==> config.mk <==
export PLATFORM = sky130hd
export DESIGN_NAME = ps2_key_decoder
export DESIGN_NICKNAME = d
export VERILOG_FILES = /design/src/rtl/maze_pkg.sv /design/src/rtl/ps2_rx.sv /design/src/rtl/ps2_key_decoder.sv
export SDC_FILE = /design/constraint.sdc
export NUM_CORES = 1
export LEC_CHECK = 0
export CORE_MARGIN = 2
export CORE_UTILIZATION = 58
export CTS_CLUSTER_SIZE = 8
export DETAILED_ROUTE_END_ITERATION = 10
export HOLD_SLACK_MARGIN = 0.06
export PLACE_DENSITY = 0.78
export SETUP_SLACK_MARGIN = 0.4
export SYNTH_ARGS = -nofsm -noshare
export SYNTH_HDL_FRONTEND = slang
export SYNTH_SLANG_ARGS = --single-unit
export TNS_END_PERCENT = 20
==> constraint.sdc <==
create_clock -name clk -period 2.1 [get_ports clk]
set_clock_uncertainty 0.05 [all_clocks]
set_input_delay 0.315 -clock clk [delete_from_list [all_inputs] [get_ports clk]]
set_output_delay 0.315 -clock clk [all_outputs]
set_load 0.05 [all_outputs]
==> src/rtl/maze_pkg.sv <==
// ---------------------------------------------------------------------------
// maze_pkg
// Shared constants and types for the PS/2 keyboard front end and the maze
// movement stage that consumes key_code.
//   PS2_EXT / PS2_BREAK : prefix bytes of the PS/2 scan-code set 2
//   KEY_*               : 7-bit scan codes of the arrow keys (used with ext=1)
//   rx_state_t          : frame receiver states
//   dec_state_t         : decoder prefix state, encoded as {ext, brk}
// ---------------------------------------------------------------------------
package maze_pkg;

  localparam logic [7:0] PS2_EXT   = 8'hE0;
  localparam logic [7:0] PS2_BREAK = 8'hF0;

  localparam logic [6:0] KEY_LEFT  = 7'h6B;
  localparam logic [6:0] KEY_RIGHT = 7'h74;
  localparam logic [6:0] KEY_UP    = 7'h75;
  localparam logic [6:0] KEY_DOWN  = 7'h72;

  localparam int DEFAULT_FILTER_LEN = 8;
  localparam int DEFAULT_TIMEOUT    = 50_000;

  typedef enum logic [1:0] {
    RX_IDLE   = 2'd0,
    RX_DATA   = 2'd1,
    RX_PARITY = 2'd2,
    RX_STOP   = 2'd3
  } rx_state_t;

  // Bit 1 is the extended-prefix flag, bit 0 the break-prefix flag, so the
  // flags can be read straight off the state register.
  typedef enum logic [1:0] {
    DEC_IDLE    = 2'b00,
    DEC_BRK     = 2'b01,
    DEC_EXT     = 2'b10,
    DEC_EXT_BRK = 2'b11
  } dec_state_t;

  // True when data+parity carry an odd number of ones (a good PS/2 frame).
  function automatic logic odd_parity_ok(input logic [8:0] bits);
    return ^bits;
  endfunction

endpackage

==> src/rtl/ps2_rx.sv <==
// ---------------------------------------------------------------------------
// ps2_rx
// PS/2 frame receiver: synchronises the raw pins, debounces the PS/2 clock,
// shifts in start/8 data/parity/stop and aborts a stalled frame.
//   clk        in   system clock
//   reset      in   synchronous, active-low reset
//   ps2_clk    in   raw PS/2 clock pin (asynchronous)
//   ps2_data   in   raw PS/2 data pin (asynchronous)
//   rx_byte    out  last good byte, valid while rx_strobe is high
//   rx_strobe  out  one-cycle pulse per good frame
//   frame_err  out  one-cycle pulse on parity, stop-bit or timeout error
// ---------------------------------------------------------------------------
module ps2_rx
  import maze_pkg::*;
#(
  parameter int FILTER_LEN = DEFAULT_FILTER_LEN,
  parameter int TIMEOUT    = DEFAULT_TIMEOUT
) (
  input  logic       clk,
  input  logic       reset,
  input  logic       ps2_clk,
  input  logic       ps2_data,
  output logic [7:0] rx_byte,
  output logic       rx_strobe,
  output logic       frame_err
);

  localparam int FW = (FILTER_LEN > 1) ? $clog2(FILTER_LEN) : 1;
  localparam int TW = $clog2(TIMEOUT + 1);

  logic          clk_meta, clk_sync;
  logic          data_meta, data_sync;
  logic          filt_clk;
  logic [FW-1:0] filt_cnt;
  logic          fall;

  rx_state_t     state;
  logic [2:0]    bit_cnt;
  logic [7:0]    shift;
  logic          parity_ok;
  logic [TW-1:0] to_cnt;

  // Both lines idle high, so the synchronisers reset to 1 to avoid a
  // spurious falling edge right after reset.
  always_ff @(posedge clk) begin
    if (!reset) begin
      clk_meta  <= 1'b1;
      clk_sync  <= 1'b1;
      data_meta <= 1'b1;
      data_sync <= 1'b1;
    end else begin
      clk_meta  <= ps2_clk;
      clk_sync  <= clk_meta;
      data_meta <= ps2_data;
      data_sync <= data_meta;
    end
  end

  // The filtered clock flips on the FILTER_LEN-th consecutive sample that
  // disagrees with it; any agreeing sample restarts the run.
  always_ff @(posedge clk) begin
    if (!reset) begin
      filt_clk <= 1'b1;
      filt_cnt <= '0;
    end else if (clk_sync != filt_clk) begin
      if (filt_cnt == FW'(FILTER_LEN - 1)) begin
        filt_clk <= clk_sync;
        filt_cnt <= '0;
      end else begin
        filt_cnt <= filt_cnt + FW'(1);
      end
    end else begin
      filt_cnt <= '0;
    end
  end

  // Falling edge is flagged in the same cycle the filtered clock drops.
  assign fall = filt_clk & ~clk_sync & (filt_cnt == FW'(FILTER_LEN - 1));

  // A data edge takes priority over timeout expiry, so a stop bit that
  // lands on the last timeout cycle still completes the frame.
  always_ff @(posedge clk) begin
    if (!reset) begin
      state     <= RX_IDLE;
      bit_cnt   <= '0;
      shift     <= '0;
      parity_ok <= 1'b0;
      to_cnt    <= '0;
      rx_byte   <= '0;
      rx_strobe <= 1'b0;
      frame_err <= 1'b0;
    end else begin
      rx_strobe <= 1'b0;
      frame_err <= 1'b0;
      if (state == RX_IDLE) begin
        to_cnt <= '0;
        if (fall && !data_sync) begin
          state   <= RX_DATA;
          bit_cnt <= '0;
        end
      end else if (fall) begin
        to_cnt <= '0;
        case (state)
          RX_DATA: begin
            shift   <= {data_sync, shift[7:1]};
            bit_cnt <= bit_cnt + 3'd1;
            if (bit_cnt == 3'd7) state <= RX_PARITY;
          end
          RX_PARITY: begin
            parity_ok <= odd_parity_ok({data_sync, shift});
            state     <= RX_STOP;
          end
          default: begin
            state <= RX_IDLE;
            if (data_sync && parity_ok) begin
              rx_byte   <= shift;
              rx_strobe <= 1'b1;
            end else begin
              frame_err <= 1'b1;
            end
          end
        endcase
      end else if (to_cnt == TW'(TIMEOUT - 1)) begin
        state     <= RX_IDLE;
        to_cnt    <= '0;
        frame_err <= 1'b1;
      end else begin
        to_cnt <= to_cnt + TW'(1);
      end
    end
  end

endmodule

==> src/rtl/ps2_key_decoder.sv <==
// ---------------------------------------------------------------------------
// ps2_key_decoder
// Turns PS/2 make/break scan-code sequences into a held key code for the
// maze movement stage.
//   clk        in   system clock
//   reset      in   synchronous, active-low reset
//   ps2_clk    in   raw PS/2 clock pin
//   ps2_data   in   raw PS/2 data pin
//   key_code   out  {ext, scan[6:0]} of the held key, 0x00 when none
//   key_valid  out  one-cycle pulse per accepted make code
//   frame_err  out  one-cycle pulse on any receive error
// ---------------------------------------------------------------------------
module ps2_key_decoder
  import maze_pkg::*;
#(
  parameter int FILTER_LEN = DEFAULT_FILTER_LEN,
  parameter int TIMEOUT    = DEFAULT_TIMEOUT
) (
  input  logic       clk,
  input  logic       reset,
  input  logic       ps2_clk,
  input  logic       ps2_data,
  output logic [7:0] key_code,
  output logic       key_valid,
  output logic       frame_err
);

  logic [7:0] rx_byte;
  logic       rx_strobe;
  dec_state_t dec_state;
  logic       ext, brk;
  logic [7:0] code;

  ps2_rx #(
    .FILTER_LEN(FILTER_LEN),
    .TIMEOUT   (TIMEOUT)
  ) u_rx (
    .clk      (clk),
    .reset    (reset),
    .ps2_clk  (ps2_clk),
    .ps2_data (ps2_data),
    .rx_byte  (rx_byte),
    .rx_strobe(rx_strobe),
    .frame_err(frame_err)
  );

  assign ext  = dec_state[1];
  assign brk  = dec_state[0];
  assign code = {ext, rx_byte[6:0]};

  // Prefix bytes only set flags; any other byte consumes and clears them.
  // A break only clears key_code when it names the key currently held.
  always_ff @(posedge clk) begin
    if (!reset) begin
      dec_state <= DEC_IDLE;
      key_code  <= 8'h00;
      key_valid <= 1'b0;
    end else begin
      key_valid <= 1'b0;
      if (rx_strobe) begin
        if (rx_byte == PS2_EXT) begin
          dec_state <= dec_state_t'({1'b1, brk});
        end else if (rx_byte == PS2_BREAK) begin
          dec_state <= dec_state_t'({ext, 1'b1});
        end else begin
          dec_state <= DEC_IDLE;
          if (!rx_byte[7]) begin
            if (brk) begin
              if (code == key_code) key_code <= 8'h00;
            end else begin
              key_code  <= code;
              key_valid <= 1'b1;
            end
          end
        end
      end
    end
  end

endmodule

==> impl_metrics.tcl <==
set metrics [dict create \
    drt-initial-drc-count 68 \
    clkTransAtPathRegs_ns 0.06 \
    viasPerCell 5.38 \
    wl_per_cell_um 13.5 \
    ys_seq_area_frac 0.464 \
    arrival_ns 1.51 \
    grt_pass1_wl_um 7730 \
    port_buffers 13 \
    yosys.area.top_type "dfxtp_1" \
    ant_nets 0 \
    finalWorstSetupSlack_ns 0.227 \
    p_leak_uw 0.00112 \
    drt-total-wl_um 4630 \
    maxCapViolCount 0 \
    row_count 24 \
    tns_ns 0 \
    drv_slew 0 \
    dr.pass1.iters 4 \
    ys_types 40 \
    synth_nets 278 \
    stdcell_area_um2 2960 \
    num_antenna_cells 0 \
    clk_latency_ns 0.34 \
    drc 0 \
    synth_top_cells_by_count "dfxtp_1, nand2_1, nor2_1" \
    rsz0062_at_grt "yes" \
    vdd_drop_max_mv 0.524 \
    whs_path_depth 1 \
    cp_slowest_cell "clkdlybuf4s50_1" \
    cts_tree "done" \
    crit_type "reg -> out" \
    die_area_um2 4940 \
    synth_cells 264 \
    worstMarginPinSlew_ns 0.498 \
    setup_viol_count_final 0 \
    min_period_over_period 0.892 \
    p_sw_frac 0.216 \
    final_cells 344 \
    die_h_um 70.3 \
    syn_area_um2 2550 \
    hold-worst-slack_ns 0.361 \
    overflow 0 \
    clock_sink_count 59 \
    synth_top_area_share 0.464 \
    cts_max_path_buffers 2 \
    reg2regPathDepth 4 \
    p_int_uw 1630 \
    routabilityCongestion 0.817 \
    cp_slowest_stage_delay_ns 0.81 \
    ys_ff_latch 59 \
    hold_class "reg -> reg" \
    outcome "completed" \
    grt_pass1_vias 1819 \
    crit_chain "clkdlybuf4s50_1" \
    nNetsFinal 303 \
    worstPathMaxFanout 3 \
    crit_family "buffers and inverters" \
    vias 1852 \
    yosysWarnings 0 \
    hold_buffers 0 \
    cts_root_buf "clkbuf_8" \
    grt_max_degree 28 \
    grt_usage 0.204 \
    seq_power_share 0.544 \
    final-hold-violation-count 0 \
    p_clk_frac 0.422 \
    end_kind "primary output" \
    p_switching_uw 448 \
    coreArea_um2 4290 \
    antenna_found_initial 0 \
    postSynth.asyncResetShare 0 \
    synth.area.top_cells "dfxtp_1, xnor2_1, ha_1" \
    worstPathRequired_ns 1.74 \
    max_freq_ghz 0.534 \
    cts_max_level 3 \
    startpoint_type "flop" \
    place_ws_ns 0.280 \
    cts_buffers 9 \
    dieWidth_um 70.3 \
    place_inst 327 \
    hpwl_um 3180 \
    placed_area_um2 2760 \
    finalCriticalPeriod_ns 1.87 \
    avgSynthCellArea_um2 9.65 \
    start_util 0.593 \
    powerDensity_nw_per_um2 702 \
    synth_edf_count 0 \
    synth_most_common_cell "dfxtp_1" \
    area_growth_pct 16.3 \
    slew_headroom 0.667 \
    p_comb_frac 0.034 \
    synth-main-ff-cell "dfxtp_1" \
    worst-path-buf-inv 1 \
    ioPinCount 14 \
    drive_gt1_frac 0.123 \
    path_depth 1 \
]
placed cells by master, fill, tap and decap left out, types with 7 or more instances in the layout:
cell           Yosys  final
inv_1              8      8
xor2_1             7      7
clkbuf_8           0     11
dfxtp_1           59     56
mux2i_1            8      8
nor2b_1           10     10
nor2_1            29     29
buf_4              0      7
xnor2_1           20     20
a21boi_0           7      7
nand2_1           31     31
ha_1              10      8
dlygate4sd2_1      0      7
a32o_1             8      8
area by class of cell:
class                      count  area [um2]
fill                         359        1330
inverter                       9        33.8
multi-input combinational    189        1330
clock inverter                 3        15.0
clock buffer                  11         151
sequential                    59        1180
timing repair buffer          21         185
tap                           52        65.1
final timing paths:
| path | start | slack (ns) | end |
|---|---|---|---|
| worst min register to register | u_rx.clk_meta | 0.36 | u_rx.clk_sync |
| worst max-delay path | key_code[6] | 0.23 | key_code[6] |
| worst min-delay path | u_rx.clk_meta | 0.36 | u_rx.clk_sync |
| worst max register to register | u_rx.to_cnt[11] | 0.30 | u_rx.state[0] |
metrics by stage:
| stage | utilization | total power, uW |
|---|---|---|
| 2_1_floorplan | - | 1210 |
| 3_3_place_gp | 0.644 | 1220 |
| 3_5_place_dp | 0.644 | 1220 |
| 4_1_cts | 0.680 | 2100 |
| 5_1_grt | 0.690 | 2150 |
| 6_report | 0.690 | 2080 |
power by group through the flow:
stage	registers (uW)	clock network (uW)	logic, uW
3_3_place_gp	1160	0	63.8
3_5_place_dp	1160	0	64.9
5_1_grt	1130	944	77.5
2_1_floorplan	1160	0	51.1
6_report	1130	878	70.0
4_1_cts	1130	898	65.4
flip-flops by register name, summed over array words and instances (netlist names):
register,cells
u_rx.parity_ok,1
u_rx.filt_clk,1
u_rx.rx_byte,8
u_rx.clk_sync,1
dec_state,2
u_rx.bit_cnt,3
u_rx.filt_cnt,3
u_rx.shift,8
key_valid,1
key_code,8
u_rx.data_meta,1
u_rx.clk_meta,1
u_rx.to_cnt,16
u_rx.frame_err,1
u_rx.state,2
u_rx.rx_strobe,1
u_rx.data_sync,1
kinds of logic (layout without fill, tap and decap cells):
logic type	count (synthesis)	after routing	share of synthesized area
and+or+nand+nor	109	109	0.220
adders and majority gates	10	10	0.0491
xor gates and xnor gates	28	28	0.102
muxes	8	8	0.0314
AOI/OAI and AO/OA	34	34	0.102
buffers and inverters	16	44	0.0329
DFF	59	59	0.464
routing by layer:
| layer | GRT usage | part of all wire | vias to the layer above |
|---|---|---|---|
| met5 | 0 | 0 | - |
| met4 | 0.103 | 0.019 | 0 |
| met3 | 0.0736 | 0.028 | 11 |
| met2 | 0.339 | 0.50 | 20 |
| met1 | 0.228 | 0.45 | 869 |
| li1 | - | - | 952 |
timing repair:
item,in CTS,in global routing
pin swaps,0,4
setup buffers,0,3
setup endpoints to repair,36,42
gates resized for setup,7,4
No activity file was read; power rests on OpenSTA's default activity.
